File: config.mk
export PLATFORM = sky130hd
export DESIGN_NAME = trace_uart_tx
export DESIGN_NICKNAME = d
export VERILOG_FILES = /design/src/rtl/trace_uart_tx.sv
export SDC_FILE = /design/constraint.sdc
export NUM_CORES = 1
export LEC_CHECK = 0
export BUFFER_PORTS_ARGS = -buffer_cell sky130_fd_sc_hd__buf_2
export CAP_MARGIN = 20
export CORE_MARGIN = 2
export CORE_UTILIZATION = 55
export DETAILED_ROUTE_END_ITERATION = 10
export PLACE_DENSITY_LB_ADDON = 0.2
export SLEW_MARGIN = 20
export SYNTH_ARGS = -nofsm -noshare
export SYNTH_HDL_FRONTEND = slang
export SYNTH_SLANG_ARGS = --single-unit
File: constraint.sdc
create_clock -name clock -period 2.8 [get_ports clock]
set_clock_uncertainty 0.05 [all_clocks]
set_input_delay 0.42 -clock clock [delete_from_list [all_inputs] [get_ports clock]]
set_output_delay 0.42 -clock clock [all_outputs]
set_load 0.005 [all_outputs]
File: src/rtl/trace_uart_tx.sv
// Serial trace transmitter: snapshots instruction and both register read ports, sends one 13-byte UART 8N1 frame.
// Latency: line drops to the start bit one edge after the capture strobe. Captures that arrive while a frame is in flight are counted, not queued.
module trace_uart_tx #(
    parameter int unsigned CLKS_PER_BIT = 434,
    parameter logic [7:0]  SYNC_BYTE    = 8'hA5
) (
    input  logic        clock,
    input  logic        reset_n,
    input  logic        iCapture,
    input  logic [31:0] iInstruction,
    input  logic [31:0] iRead1,
    input  logic [31:0] iRead2,
    output logic        oTx,
    output logic        oBusy,
    output logic [7:0]  oDropCount
);

    typedef enum logic [1:0] {IDLE, START, DATA, STOP} state_t;

    localparam logic [15:0] LAST_CLK = 16'(CLKS_PER_BIT - 1);

    state_t       state;
    logic [15:0]  clk_cnt;
    logic [2:0]   bit_idx;
    logic [3:0]   byte_idx;
    logic [103:0] frame;

    logic         bit_end;
    logic [2:0]   next_bit;
    logic [7:0]   cur_byte;

    assign bit_end  = (clk_cnt == LAST_CLK);
    assign next_bit = bit_idx + 3'd1;
    // The byte on the wire always sits in the top of the frame register.
    assign cur_byte = frame[103:96];

    always_ff @(posedge clock) begin
        if (!reset_n) begin
            state      <= IDLE;
            clk_cnt    <= '0;
            bit_idx    <= '0;
            byte_idx   <= '0;
            frame      <= '0;
            oTx        <= 1'b1;
            oBusy      <= 1'b0;
            oDropCount <= '0;
        end else begin
            if (oBusy && iCapture && (oDropCount != 8'hFF))
                oDropCount <= oDropCount + 8'd1;

            case (state)
                IDLE: begin
                    if (iCapture) begin
                        frame    <= {SYNC_BYTE, iInstruction, iRead1, iRead2};
                        state    <= START;
                        oTx      <= 1'b0;
                        oBusy    <= 1'b1;
                        clk_cnt  <= '0;
                        bit_idx  <= '0;
                        byte_idx <= '0;
                    end
                end
                START: begin
                    if (bit_end) begin
                        clk_cnt <= '0;
                        bit_idx <= '0;
                        oTx     <= cur_byte[0];
                        state   <= DATA;
                    end else begin
                        clk_cnt <= clk_cnt + 16'd1;
                    end
                end
                DATA: begin
                    if (bit_end) begin
                        clk_cnt <= '0;
                        if (bit_idx == 3'd7) begin
                            bit_idx <= '0;
                            oTx     <= 1'b1;
                            state   <= STOP;
                        end else begin
                            bit_idx <= next_bit;
                            oTx     <= cur_byte[next_bit];
                        end
                    end else begin
                        clk_cnt <= clk_cnt + 16'd1;
                    end
                end
                STOP: begin
                    if (bit_end) begin
                        clk_cnt <= '0;
                        if (byte_idx == 4'd12) begin
                            byte_idx <= '0;
                            oBusy    <= 1'b0;
                            state    <= IDLE;
                        end else begin
                            // Next start bit follows the stop bit with no idle gap.
                            byte_idx <= byte_idx + 4'd1;
                            frame    <= {frame[95:0], 8'h00};
                            oTx      <= 1'b0;
                            state    <= START;
                        end
                    end else begin
                        clk_cnt <= clk_cnt + 16'd1;
                    end
                end
                default: state <= IDLE;
            endcase
        end
    end

endmodule

## Word-level counts from Yosys, hierarchy flattened

Index checks and enable logic that the tools add are counted.

- Add/subtract/negate cells: 4
- $lt $le $gt $ge: 1
- Equality and inequality tests: 14
- Muxes and demuxes: 36
- Reduce and logical (&&, ||, !) cells: 12

Operators with widths:

| kind | count |
|---|---|
| two-way mux 104 bit | 3 |
| case mux 104 bit (2 select lines) | 1 |
| two-way mux 16 bit | 2 |
| case mux 16 bit (2 select lines) | 1 |
| adder 16 x 1 -> 16 bit, second input constant | 1 |
| equality test 16 x 9 -> 1 bit, second input constant | 1 |
| inequality test 2 bit, second input constant | 7 |
| two-way mux 3 bit | 4 |
| two-way mux 4 bit | 3 |
| AND reduction 4 bit | 3 |
| two-way mux 1 bit | 11 |
| two-way mux 2 bit | 5 |
| AND reduction 5 bit | 2 |
| case mux 3 bit (3 select lines) | 1 |
| adder 8 x 1 -> 8 bit, second input constant | 1 |
| inequality test 8 bit, second input constant | 1 |
| case mux 2 bit (4 select lines) | 1 |
| case mux 4 bit (2 select lines) | 1 |
| adder 4 x 1 -> 4 bit, second input constant | 1 |
| equality test 2 bit, second input constant | 2 |
| equality test 4 bit, second input constant | 1 |
| less-than comparator 3 x 4 -> 1 bit, second input constant | 1 |
| case mux 1 bit (4 select lines) | 1 |
| adder 3 x 1 -> 3 bit, second input constant | 1 |
| other kinds (10) | 11 |

- Flip-flop bits (word level): 139
- Input port bits: 99
- Output and inout port bits: 10
- Word-level logic and storage cells: 75

## Depth between registers and ports, before layout

- Depth in word-level cells: 6
- Mapped depth: 9
- Mapped depth without buffers: 7

## Worst setup path after synthesis

Ideal clock, no wire load.

- Path type: flip-flop to flip-flop
- Start point: register clk_cnt[0]
- End point: register frame[10]
- Library setup time: 0.138 ns
- Data arrival time: 2.003 ns
- Data required time: 2.612 ns
- Path slack: 0.609 ns
- Stages on the path, launching flop included: 8
- Period minus slack after synthesis: 2.191 ns
- Cells stage by stage: dfxtp_1 ha_1 nor3b_2 nand4_2 a211oi_2 buf_4 clkbuf_1 a211oi_1

- Longest elaborated chain between the ends: 3

RTL lines:

| element | RTL line | source |
|---|---|---|
| start: declaration | 23 | `logic [15:0] clk_cnt;` |
| start signal: assignment | 70 | `clk_cnt <= clk_cnt + 16'd1;` |
| start signal: assignment | 85 | `clk_cnt <= clk_cnt + 16'd1;` |
| start signal: assignment | 103 | `clk_cnt <= clk_cnt + 16'd1;` |
| equality test 16 x 9 -> 1 bit | 32 | `assign bit_end = (clk_cnt == LAST_CLK);` |
| inequality test 2 bit (no source line) | - |  |
| AND reduction 4 bit (no source line) | - |  |
| end signal: assignment | 54 | `frame <= {SYNC_BYTE, iInstruction, iRead1, iRead2};` |
| end signal: assignment | 98 | `frame <= {frame[95:0], 8'h00};` |
| end: declaration | 26 | `logic [103:0] frame;` |

No other way between the ends.
A chain may end at the register's enable or synchronous reset.

## Worst setup path in the final report

- Start point: register clk_cnt[0]
- End point: register frame[88]

The elaborated chain is that of the path after synthesis.

==> results.md <==
- The clock tree root driver cell is clkbuf_16.
- At the end of the flow the core is filled with cells to 0.673.
- For the pin with the worst max-slew slack, the measured transition is 810 ps.
- Along the worst hold path, the cell count comes to 3.
- The number of optimization iterations in the first detailed-route pass is 4.
- The worst slew margin relative to its limit is 0.458.
- STA classifies the critical path startpoint as a register.
- The pin count of the biggest net entering global routing is 92.
- The via count is 5,374.
- The compound-gate portion of the synthesized area came to 0.195.
- VDD sags by at most 0.623 mV.
- The async set or reset register ratio after synthesis is 0.
- The clock sink count is 139.
- dfxtp_1 takes more of the synthesized area than any other cell.
- The met1 track utilization from global routing is 0.285.
- Hold timing on the final database bottoms out at a slack of 190 ps.
- 109 I/O pins were placed.
- The clock-pin slew reported for the worst setup and hold paths after clock tree synthesis is 60 ps.
- The data required time of the critical path is 3070 ps.
- The post-synthesis adder-cell area fraction is 0.0254.
- The commonest cells after synthesis are 139 x dfxtp_1, 115 x nor2_1, 87 x a211oi_1, 87 x mux2i_1, 36 x clkbuf_1.
- The row count is 39.
- The total routing resource utilization after global routing is 0.237.
- The most used flip-flop cell after synthesis is dfxtp_1.
- The number of register bits inferred by synthesis is 139.
- In this run the vertical extent of the chip is 112 um.
- The max-slew violation count is 0.
- Yosys attributes the largest share of cell area to dfxtp_1 43%, mux2i_1 14%, a211oi_1 10%.
- The aggregate negative setup slack is 0 ps.
- The die footprint is 12,500 um2.
- The number of placed instances, taps included, is 889.
- The worst setup path startpoint is clk_cnt[0].
- From left edge to right edge, the die measures 112 um.
- The number of antenna diodes in the final layout is 0.
- The wire length of the first global-routing pass is 24.3 mm.
- The final hold violation count was 0.
- Setup repair after global routing left no endpoint under its margin.
- The share of layout cells above drive strength 1 is 0.219.
- The via count of the first global-routing pass was 5,274.
- Dividing the synthesized area by the synthesized cell count gives 9.38 um2.
- For this run, the post-layout net count is 877.
- During placement, the flow inserted port buffers numbering 108.
- In this run the critical register-to-register path is launched from clk_cnt[0].
- In the synthesized netlist, the number of instances is 683.
- The reported max-cap violation count is 0.
- In this run the worst path has a maximum fanout of 76.
- The post-synthesis share of cell area spent on xor and xnor gates is 0.00957.
- The initial utilization of the core area, before any placement, comes to 0.563.
- The count of antenna-violating nets left after detailed routing is 0.
- The Yosys step of the flow raised 0 warnings.
- The routed design could run at a clock period as short as 2570 ps.
- The dominant combinational cell family by area after synthesis is compound AO/OA/AOI/OAI gates.
- The area of the placeable core is 11,400 um2.
- In the global route stage, met2 resource usage came out at 0.398.
- The routed length per instance is 15.7 um.
- The cell area after technology mapping is 6400 um2.
- In this run the most critical hold path is launched from iRead2[0].
- In this run the most used layer during global routing was met2.
- Summed over all layers, the routed wires come to 14.5 mm.
- Global routing finished with a remaining overflow of 0.
- Routability-driven placement finished with a final weighted congestion of 0.820.
- The kind of critical path is register to register.
- TritonCTS built the clock tree.
- Counting along the longest clock path gives a buffer depth of 2.
- The number of DRC markers after the initial detailed-route iteration is 390.
- The power density normalized to cell area is 942 nW/um2.
- The min-delay analysis places its worst path in the category input port to register.
- The portion of synthesized area spent on multiplexers is 0.148.
- Of the total synthesized cell area, the portion taken by AND, OR, NAND and NOR gates is 0.143.
- The initial antenna violation count is 0.
- In the finished design, the share of the clock period the worst path needs comes to 0.916.
- dfxtp_1 is the most common cell in the netlist.
- The count of distinct cell types in the synthesized netlist is 56.
- The number of cell instances on the worst register-to-register path is 7.
- The number of nets produced by synthesis is 795.
- The area share of the leading cell type in the synthesized netlist is 0.434.
- For this run, design rule violations remaining after detail routing come to 0.
- The static leakage is 2.95 nW.
- Derived from the worst setup path, the maximum achievable clock frequency is 390 MHz.
- After detailed routing, the number of vias per cell comes to 5.84.
- The HPWL after detailed placement is 9.68 mm.
- Of the synthesized area, sequential elements account for 0.434.
- The later pin in the worst-skew pair is clocked with a latency of 410 ps.
- The number of clock buffers added by TritonCTS is 17.
- The final count of negative-setup-slack endpoints is 0.
- The number of buffers added to fix hold violations after cts is 0.
- The run finished with clean final reports.
- In this run the post-CTS setup repair buffer count came out at 0.
- In this run, synthesis inferred 0 flip-flops with an integrated enable.
- In this run the number of H-tree levels came out at 4.
- The area added between synthesis and finish is 19.5%.
- The number of gates resized after CTS was 0.
- The met3 track demand over resource in global routing is 0.0653.
- The critical path capture point type is a register.
- After the flow finishes, the layout carries non-filler instances totaling 920.
- STA puts the critical path data arrival time at 2830 ps.
where the power goes:
group          internal, mW  leakage, nW  switching [mW]  total (mW)
Combinational         0.866         1.50            1.24        2.11
Clock                  1.48        0.303           0.800        2.28
Sequential             2.51         1.14           0.313        2.82
Total                  4.86         2.95            2.36        7.21
worst max-delay path: stages, from the launching register on:
cell	delay [ps]
dfxtp_1	440
ha_1	190
nor3b_2	290
nand4_2	290
a211oi_4	510
buf_12	330
nor2_1	90
a211oi_1	260
metal layers:
metal	wire [um]	vias up
met5	0	-
met4	338	0
met3	686	25
met2	7060	107
met1	6410	2551
li1	-	2691
flip-flops by register name, summed over array words and instances (netlist names):
| name | count |
|---|---|
| bit_idx | 3 |
| byte_idx | 4 |
| state | 2 |
| oBusy | 1 |
| clk_cnt | 16 |
| oTx | 1 |
| oDropCount | 8 |
| frame | 104 |
area by class of cell:
class	count	area, um2
sequential	139	2780
fill	903	3710
timing repair buffer	119	686
clock buffer	23	488
tap	143	179
clock inverter	8	115
multi-input combinational	477	3360
inverter	11	42.5
kinds of logic (layout without fill, tap and decap cells):
group	after synthesis	in the layout
simple gates	195	195
fa+ha+maj	13	13
compound gates	169	169
buf+inv	67	161
mux	93	93
xor+xnor	7	7
flops	139	139
cell usage in the layout, fill, tap and decap left out, types with 8 or more instances in the layout:
master / synthesis / routed
mux2i_1: 87 / 87
o21ai_0: 17 / 17
ha_1: 13 / 12
dfxtp_1: 139 / 139
inv_1: 10 / 10
nand2_1: 20 / 20
buf_2: 17 / 108
a211oi_1: 87 / 87
nand3_1: 18 / 18
clkbuf_16: 0 / 17
nor2_1: 115 / 115
a22oi_1: 8 / 8
a21oi_1: 14 / 14
path summary, 6_finish.rpt:
path | endpoint | slack, ps
hold reg to reg | frame[92] | 420
hold / removal | frame[0] | 190
setup reg to reg | frame[88] | 230
setup / recovery | frame[88] | 230
per-stage QoR:
step	setup WS (ps)	area, um2	power [mW]
finish	234	7650	7.21
global route	27.7	7650	7.67
CTS	265	7650	7.26
detailed placement	300	7050	4.96
global placement	374	7050	4.84
floorplan	609	6400	4.44
No activity file was read; power rests on OpenSTA's default activity.
